[src/rtl/piradspi_sub_engine.sv]
// SPI subordinate engine: oversamples sclk/csn/mosi in the clk domain, deserialises
// mosi onto an rx stream and serialises tx stream words onto miso, run-time cpol/cpha.
module piradspi_sub_engine #(
  parameter int DATA_WIDTH  = 32,
  parameter int SYNC_STAGES = 2,
  parameter bit MSB_FIRST   = 1'b1
) (
  input  logic                  clk,
  input  logic                  rstn,
  input  logic                  cpol,
  input  logic                  cpha,
  input  logic                  sclk,
  input  logic                  csn,
  input  logic                  mosi,
  output logic                  miso,
  output logic                  miso_oe,
  input  logic [DATA_WIDTH-1:0] tx_tdata,
  input  logic                  tx_tvalid,
  output logic                  tx_tready,
  output logic [DATA_WIDTH-1:0] rx_tdata,
  output logic                  rx_tvalid,
  input  logic                  rx_tready,
  output logic                  selected,
  output logic                  word_done,
  output logic                  underrun,
  output logic                  overrun,
  output logic                  aborted
);
  // state  | meaning
  // IDLE   | deselected, waiting for a synchronised csn fall
  // LOAD   | one cycle: latch mode, load first tx word
  // ACTIVE | shifting bits until csn rises
  typedef enum logic [1:0] {IDLE, LOAD, ACTIVE} state_t;
  localparam int CW = $clog2(DATA_WIDTH + 1);

  state_t                 state_q, state_d;
  logic [SYNC_STAGES-1:0] sclk_sync_q, csn_sync_q, mosi_sync_q;
  logic                   sclk_prev_q, csn_prev_q;
  logic                   cpol_q, cpol_d, cpha_q, cpha_d;
  logic                   sel_q, sel_d, oe_q, oe_d, miso_q, miso_d;
  logic [CW-1:0]          cnt_q, cnt_d;
  logic [DATA_WIDTH-1:0]  tx_sr_q, tx_sr_d, rx_sr_q, rx_sr_d;
  logic [DATA_WIDTH-1:0]  rx_data_q, rx_data_d;
  logic                   rx_valid_q, rx_valid_d;

  logic                  sclk_s, csn_s, mosi_s, sclk_edge, lead, trail;
  logic                  sample_edge, shift_edge, word_complete;
  logic                  tx_head, load_head;
  logic [DATA_WIDTH-1:0] tx_shl, rx_next, load_word, load_shl;

  assign sclk_s      = sclk_sync_q[SYNC_STAGES-1];
  assign csn_s       = csn_sync_q[SYNC_STAGES-1];
  assign mosi_s      = mosi_sync_q[SYNC_STAGES-1];
  assign sclk_edge   = sclk_s ^ sclk_prev_q;
  assign lead        = sclk_edge & (sclk_s != cpol_q);
  assign trail       = sclk_edge & (sclk_s == cpol_q);
  assign sample_edge = (state_q == ACTIVE) & (cpha_q ? trail : lead);
  assign shift_edge  = (state_q == ACTIVE) & (cpha_q ? lead : trail);
  assign word_complete = sample_edge & (cnt_q == CW'(DATA_WIDTH - 1));

  assign tx_head   = MSB_FIRST ? tx_sr_q[DATA_WIDTH-1] : tx_sr_q[0];
  assign tx_shl    = MSB_FIRST ? {tx_sr_q[DATA_WIDTH-2:0], 1'b0} : {1'b0, tx_sr_q[DATA_WIDTH-1:1]};
  assign rx_next   = MSB_FIRST ? {rx_sr_q[DATA_WIDTH-2:0], mosi_s} : {mosi_s, rx_sr_q[DATA_WIDTH-1:1]};
  assign load_word = tx_tvalid ? tx_tdata : '0;
  assign load_head = MSB_FIRST ? load_word[DATA_WIDTH-1] : load_word[0];
  assign load_shl  = MSB_FIRST ? {load_word[DATA_WIDTH-2:0], 1'b0} : {1'b0, load_word[DATA_WIDTH-1:1]};

  always_comb begin
    state_d    = state_q;
    cpol_d     = cpol_q;
    cpha_d     = cpha_q;
    sel_d      = sel_q;
    oe_d       = oe_q;
    miso_d     = miso_q;
    cnt_d      = cnt_q;
    tx_sr_d    = tx_sr_q;
    rx_sr_d    = rx_sr_q;
    rx_data_d  = rx_data_q;
    rx_valid_d = rx_valid_q;
    tx_tready  = 1'b0;
    underrun   = 1'b0;
    word_done  = 1'b0;
    overrun    = 1'b0;
    aborted    = 1'b0;

    if (rx_valid_q && rx_tready) rx_valid_d = 1'b0;

    case (state_q)
      IDLE: begin
        if (!csn_s && csn_prev_q) state_d = LOAD;
      end
      LOAD: begin
        cpol_d    = cpol;
        cpha_d    = cpha;
        sel_d     = 1'b1;
        oe_d      = 1'b1;
        cnt_d     = '0;
        rx_sr_d   = '0;
        tx_tready = tx_tvalid;
        underrun  = ~tx_tvalid;
        // cpha=0 needs the first bit on the wire before the first (sampling) edge
        if (!cpha) begin
          miso_d  = load_head;
          tx_sr_d = load_shl;
        end else begin
          miso_d  = 1'b0;
          tx_sr_d = load_word;
        end
        state_d = ACTIVE;
      end
      ACTIVE: begin
        if (shift_edge) begin
          miso_d  = tx_head;
          tx_sr_d = tx_shl;
        end
        if (sample_edge) begin
          rx_sr_d = rx_next;
          cnt_d   = cnt_q + CW'(1);
        end
        if (word_complete) begin
          cnt_d     = '0;
          word_done = 1'b1;
          tx_tready = tx_tvalid;
          underrun  = ~tx_tvalid;
          tx_sr_d   = load_word;
          if (rx_valid_q && !rx_tready) begin
            overrun = 1'b1;
          end else begin
            rx_data_d  = rx_next;
            rx_valid_d = 1'b1;
          end
        end
        // level check so a csn rise landing in LOAD is not lost; edge above is processed first
        if (csn_s) begin
          aborted = (cnt_d != '0);
          cnt_d   = '0;
          sel_d   = 1'b0;
          oe_d    = 1'b0;
          miso_d  = 1'b0;
          state_d = IDLE;
        end
      end
      default: state_d = IDLE;
    endcase
  end

  always_ff @(posedge clk or negedge rstn) begin
    if (!rstn) begin
      sclk_sync_q <= '0;
      csn_sync_q  <= '1;
      mosi_sync_q <= '0;
      sclk_prev_q <= 1'b0;
      csn_prev_q  <= 1'b1;
      state_q     <= IDLE;
      cpol_q      <= 1'b0;
      cpha_q      <= 1'b0;
      sel_q       <= 1'b0;
      oe_q        <= 1'b0;
      miso_q      <= 1'b0;
      cnt_q       <= '0;
      tx_sr_q     <= '0;
      rx_sr_q     <= '0;
      rx_data_q   <= '0;
      rx_valid_q  <= 1'b0;
    end else begin
      sclk_sync_q <= {sclk_sync_q[SYNC_STAGES-2:0], sclk};
      csn_sync_q  <= {csn_sync_q[SYNC_STAGES-2:0], csn};
      mosi_sync_q <= {mosi_sync_q[SYNC_STAGES-2:0], mosi};
      sclk_prev_q <= sclk_s;
      csn_prev_q  <= csn_s;
      state_q     <= state_d;
      cpol_q      <= cpol_d;
      cpha_q      <= cpha_d;
      sel_q       <= sel_d;
      oe_q        <= oe_d;
      miso_q      <= miso_d;
      cnt_q       <= cnt_d;
      tx_sr_q     <= tx_sr_d;
      rx_sr_q     <= rx_sr_d;
      rx_data_q   <= rx_data_d;
      rx_valid_q  <= rx_valid_d;
    end
  end

  assign miso      = miso_q;
  assign miso_oe   = oe_q;
  assign selected  = sel_q;
  assign rx_tdata  = rx_data_q;
  assign rx_tvalid = rx_valid_q;
endmodule

[config.mk]
export PLATFORM = sky130hd
export DESIGN_NAME = piradspi_sub_engine
export DESIGN_NICKNAME = d
export VERILOG_FILES = /design/src/rtl/piradspi_sub_engine.sv
export SDC_FILE = /design/constraint.sdc
export NUM_CORES = 1
export LEC_CHECK = 0
export BUFFER_PORTS_ARGS = -buffer_cell sky130_fd_sc_hd__buf_2
export CAP_MARGIN = 25
export CORE_MARGIN = 10
export CORE_UTILIZATION = 57
export DETAILED_ROUTE_END_ITERATION = 10
export PLACE_DENSITY = 0.8
export SETUP_SLACK_MARGIN = 0.1
export SLEW_MARGIN = 20
export SYNTH_ARGS = -nofsm -noshare
export SYNTH_HDL_FRONTEND = slang
export SYNTH_SLANG_ARGS = --single-unit
[constraint.sdc]
create_clock -name clk -period 2.5 [get_ports clk]
set_input_delay 0.375 -clock clk [delete_from_list [all_inputs] [get_ports clk]]
set_output_delay 0.375 -clock clk [all_outputs]
set_load 0.03 [all_outputs]
==> flow_summary.yaml <==
logic_synthesis:
  yosys.area.top_type: "dfrtp_1"
  synth_area_mm2: 0.00537
  syn_inst: 414
  synthFlopType: "dfrtp_1"
  synth-seq-area-share: 0.541
  yosys_warnings: 0
  synth_edf_count: 0
  synth-async-reset-ratio: 1.00
  syn_avg_cell_area_um2: 13.0
  netlist.area_leader.share: 0.526
  synth_nets: 460
  yosysUniqueCellTypes: 51
  synth.top_cells.by_area: "dfrtp_1 (53%), mux2_4 (7.0%), mux2_2 (6.7%), a22o_1 (5.4%), a221o_1 (4.7%)"
  ys_ff_latch: 116
global_route:
  grt_pass1_vias: 4031
  grt.total_usage: 0.189
  grt_max_degree: 43
  grt_pass1_wl_mm: 20.1
  grt.overflow.total: 0
  antenna_found_initial: 0
sta:
  tns_ns: -0.0900
  skew_ns: 0.0106
  final_hold_viol_count: 0
  finalMaxSlewViolations: 0
  tightest_slew_ns: 0.960
  setup_viol: 1
  fin_crit_sh: 1.04
  fmax_ghz: 0.386
  max-slew-margin-rel: 0.347
  finalWorstSetupSlack_ns: -0.0900
  fin_crit_ns: 2.59
  rsz0062_at_grt: "true"
route:
  wl_per_cell_um: 19.3
  wl_mm: 12.5
  routed_via_density: 5.98
  antenna_left: 0
  drtIter0Drc: 244
  vias: 3852
  drc: 0
  drt_pre_antenna_iters: 7
floorplanning:
  num_rows: 35
  die_y_um: 117
  die_x_um: 117
  core_area_mm2: 0.00920
  start_util: 0.584
  fp.dieArea_mm2: 0.0137
  ioPinCount: 82
worst_setup_path:
  critPathMaxFanout: 4
  rr_startpoint: "cpol_q$_DFFE_PN0P_"
  crit_start: "cpol_q$_DFFE_PN0P_"
  reg2reg_depth: 7
  crit_path_start_kind: "register"
  worstReg2RegEnd: "tx_sr_q[22]$_DFFE_PN0P_"
  path_class: "register to output port"
  cp-endpoint: "aborted"
  r2r_setup_slack_ns: 0.16
  critPathArrivalTime_ns: 2.21
  crit_required_ns: 2.12
  critPathCaptureType: "output port"
cells_and_area:
  diodes: 0
  area_delta_synth_final_pct: 25.3
  final_core_util: 0.732
  layout.cells.non_filler: 644
  drive_gt1_frac: 0.430
  finalInstanceArea_mm2: 0.00673
  nNetsFinal: 567
placement:
  globalplace.congestion: 0.913
  dp.cells: 593
  dpl_cell_area_mm2: 0.00592
  hpwl_mm: 7.84
  port-buffer-count: 81
pwr:
  p_clk_frac: 0.324
  switching_share: 0.326
  internal-power_mw: 4.42
  power.density_mw_per_mm2: 974
  power_frac_seq: 0.356
  switchingPower_mw: 2.14
  p_total_mw: 6.56
  pwr-share-comb: 0.320
  leakage_nw: 3.38
  peakVddDrop_mv: 0.494
job:
  maxCapViolCount: 0
clocking:
  path_clk_slew_ns: 0.05
  cts_tree: "done"
  clock-sinks: 116
  numCtsBuffers: 17
  clock_latency_ns: 0.53
  ctsRootBufferMaster: "clkbuf_8"
  clock_path_buffers: 2
  cts_max_level: 4
outcome:
  status: "complete, but fails checks"
  violations: "setup timing"
min_path:
  worstHoldPathType: "input pin to register"
[worst max-delay path: stages, from the launching register on]
cell      delay [ns]
dfrtp_2         0.44
xnor2_4         0.23
mux2i_4         0.29
buf_6           0.15
a211oi_2        0.06
a31o_2          0.23
a21oi_2         0.15
buf_6           0.15
[metrics by stage]
stage / hold WS [ns] / setup WS (ns)
final: 0.102 / -0.0900
after global routing: 0.0990 / -0.155
after CTS: 0.0932 / -0.0780
after detailed placement: 0.340 / -0.00239
after global placement: 0.336 / 0.110
after floorplan: 0.0794 / 0.0665
[per-layer routing]
| layer | track usage | wire (um) | vias to the layer above |
|---|---|---|---|
| met3 | 0.0556 | 633 | 23 |
| met5 | 0 | 0 | - |
| li1 | - | - | 1752 |
| met1 | 0.235 | 5300 | 1956 |
| met4 | 0.0799 | 277 | 0 |
| met2 | 0.300 | 6240 | 121 |
[registers in the layout (all words and copies together) (netlist names)]
register	cells
cnt_q	6
cpha_q	1
cpol_q	1
csn_prev_q	1
csn_sync_q	2
miso	1
miso_oe	1
mosi_sync_q	2
rx_sr_q	31
rx_tdata	32
rx_tvalid	1
sclk_prev_q	1
sclk_sync_q	2
state_q	2
tx_sr_q	32
[layout make-up]
type	count	area, um2
clock buffers	18	418
clock inverters	13	104
fillers	577	2460
inverters	11	43.8
multi-input cells	261	2390
flip-flops and latches	116	2910
well taps	111	139
repair buffers	114	726
[logic make-up after synthesis]
group           share of synthesized area
buf+inv                            0.0370
xor+xnor                          0.00303
compound gates                      0.156
mux                                 0.164
flops                               0.541
fa+ha+maj                          0.0116
simple gates                       0.0871
[worst min-delay path by stage]
stage / start / endpoint / depth (start not counted)
floorplan: rstn / cnt_q[0]$_DFFE_PN0P_ / 0
global placement: mosi_sync_q[0]$_DFF_PN0_ / mosi_sync_q[1]$_DFF_PN0_ / 0
detailed placement: sclk_sync_q[0]$_DFF_PN0_ / sclk_sync_q[1]$_DFF_PN0_ / 0
CTS: cpol / cpol_q$_DFFE_PN0P_ / 2
global route: cpol / cpol_q$_DFFE_PN0P_ / 2
finish: cpol / cpol_q$_DFFE_PN0P_ / 2
[cell usage in the layout (no fill, tap or decap), drive strengths merged, types with 7 or more instances in the layout]
cell / count
dfrtp: 113
buf: 110
mux2: 61
a22o: 33
and2: 30
a221o: 26
nand2: 21
clkbuf: 18
o21ai: 14
inv: 14
nor2: 9
clkinv: 8
mux2i: 8
a21oi: 7
[cells in the mapped netlist, types with 3 or more instances]
| master | count |
|---|---|
| a31oi_1 | 3 |
| ha_1 | 5 |
| nand2_1 | 20 |
| buf_6 | 5 |
| a31o_2 | 3 |
| a221o_1 | 25 |
| mux2_4 | 25 |
| nand3_1 | 6 |
| o21ai_0 | 14 |
| buf_2 | 4 |
| mux2i_1 | 5 |
| a21oi_1 | 7 |
| mux2_2 | 32 |
| dfstp_2 | 3 |
| dfrtp_1 | 113 |
| mux2_1 | 4 |
| inv_1 | 11 |
| a22o_1 | 33 |
| nor2b_1 | 4 |
| and2_1 | 29 |
| nand3b_1 | 4 |
| nor2_1 | 9 |
| nand2b_1 | 3 |
| a32oi_1 | 3 |
| clkbuf_1 | 13 |
[power by group through the flow]
stage          clock network [mW]  logic [mW]  registers [mW]
3_5_place_dp                    0        1.89            2.33
6_report                     2.12        2.10            2.33
2_1_floorplan                   0        1.48            2.32
5_1_grt                      2.24        2.26            2.37
3_3_place_gp                    0        1.84            2.33
4_1_cts                      2.14        2.02            2.33
[repair_timing]
action / 4_1_cts / 5_1_grt
gates cloned: 0 / 0
endpoints found under the setup margin: 54 / 39
resized for setup: 25 / 10
pin swaps: 6 / 3
hold buffers: 4 / 0
hold endpoints to repair: 42 / 0
setup buffers: 9 / 7
(Power assumes the default switching activity.)
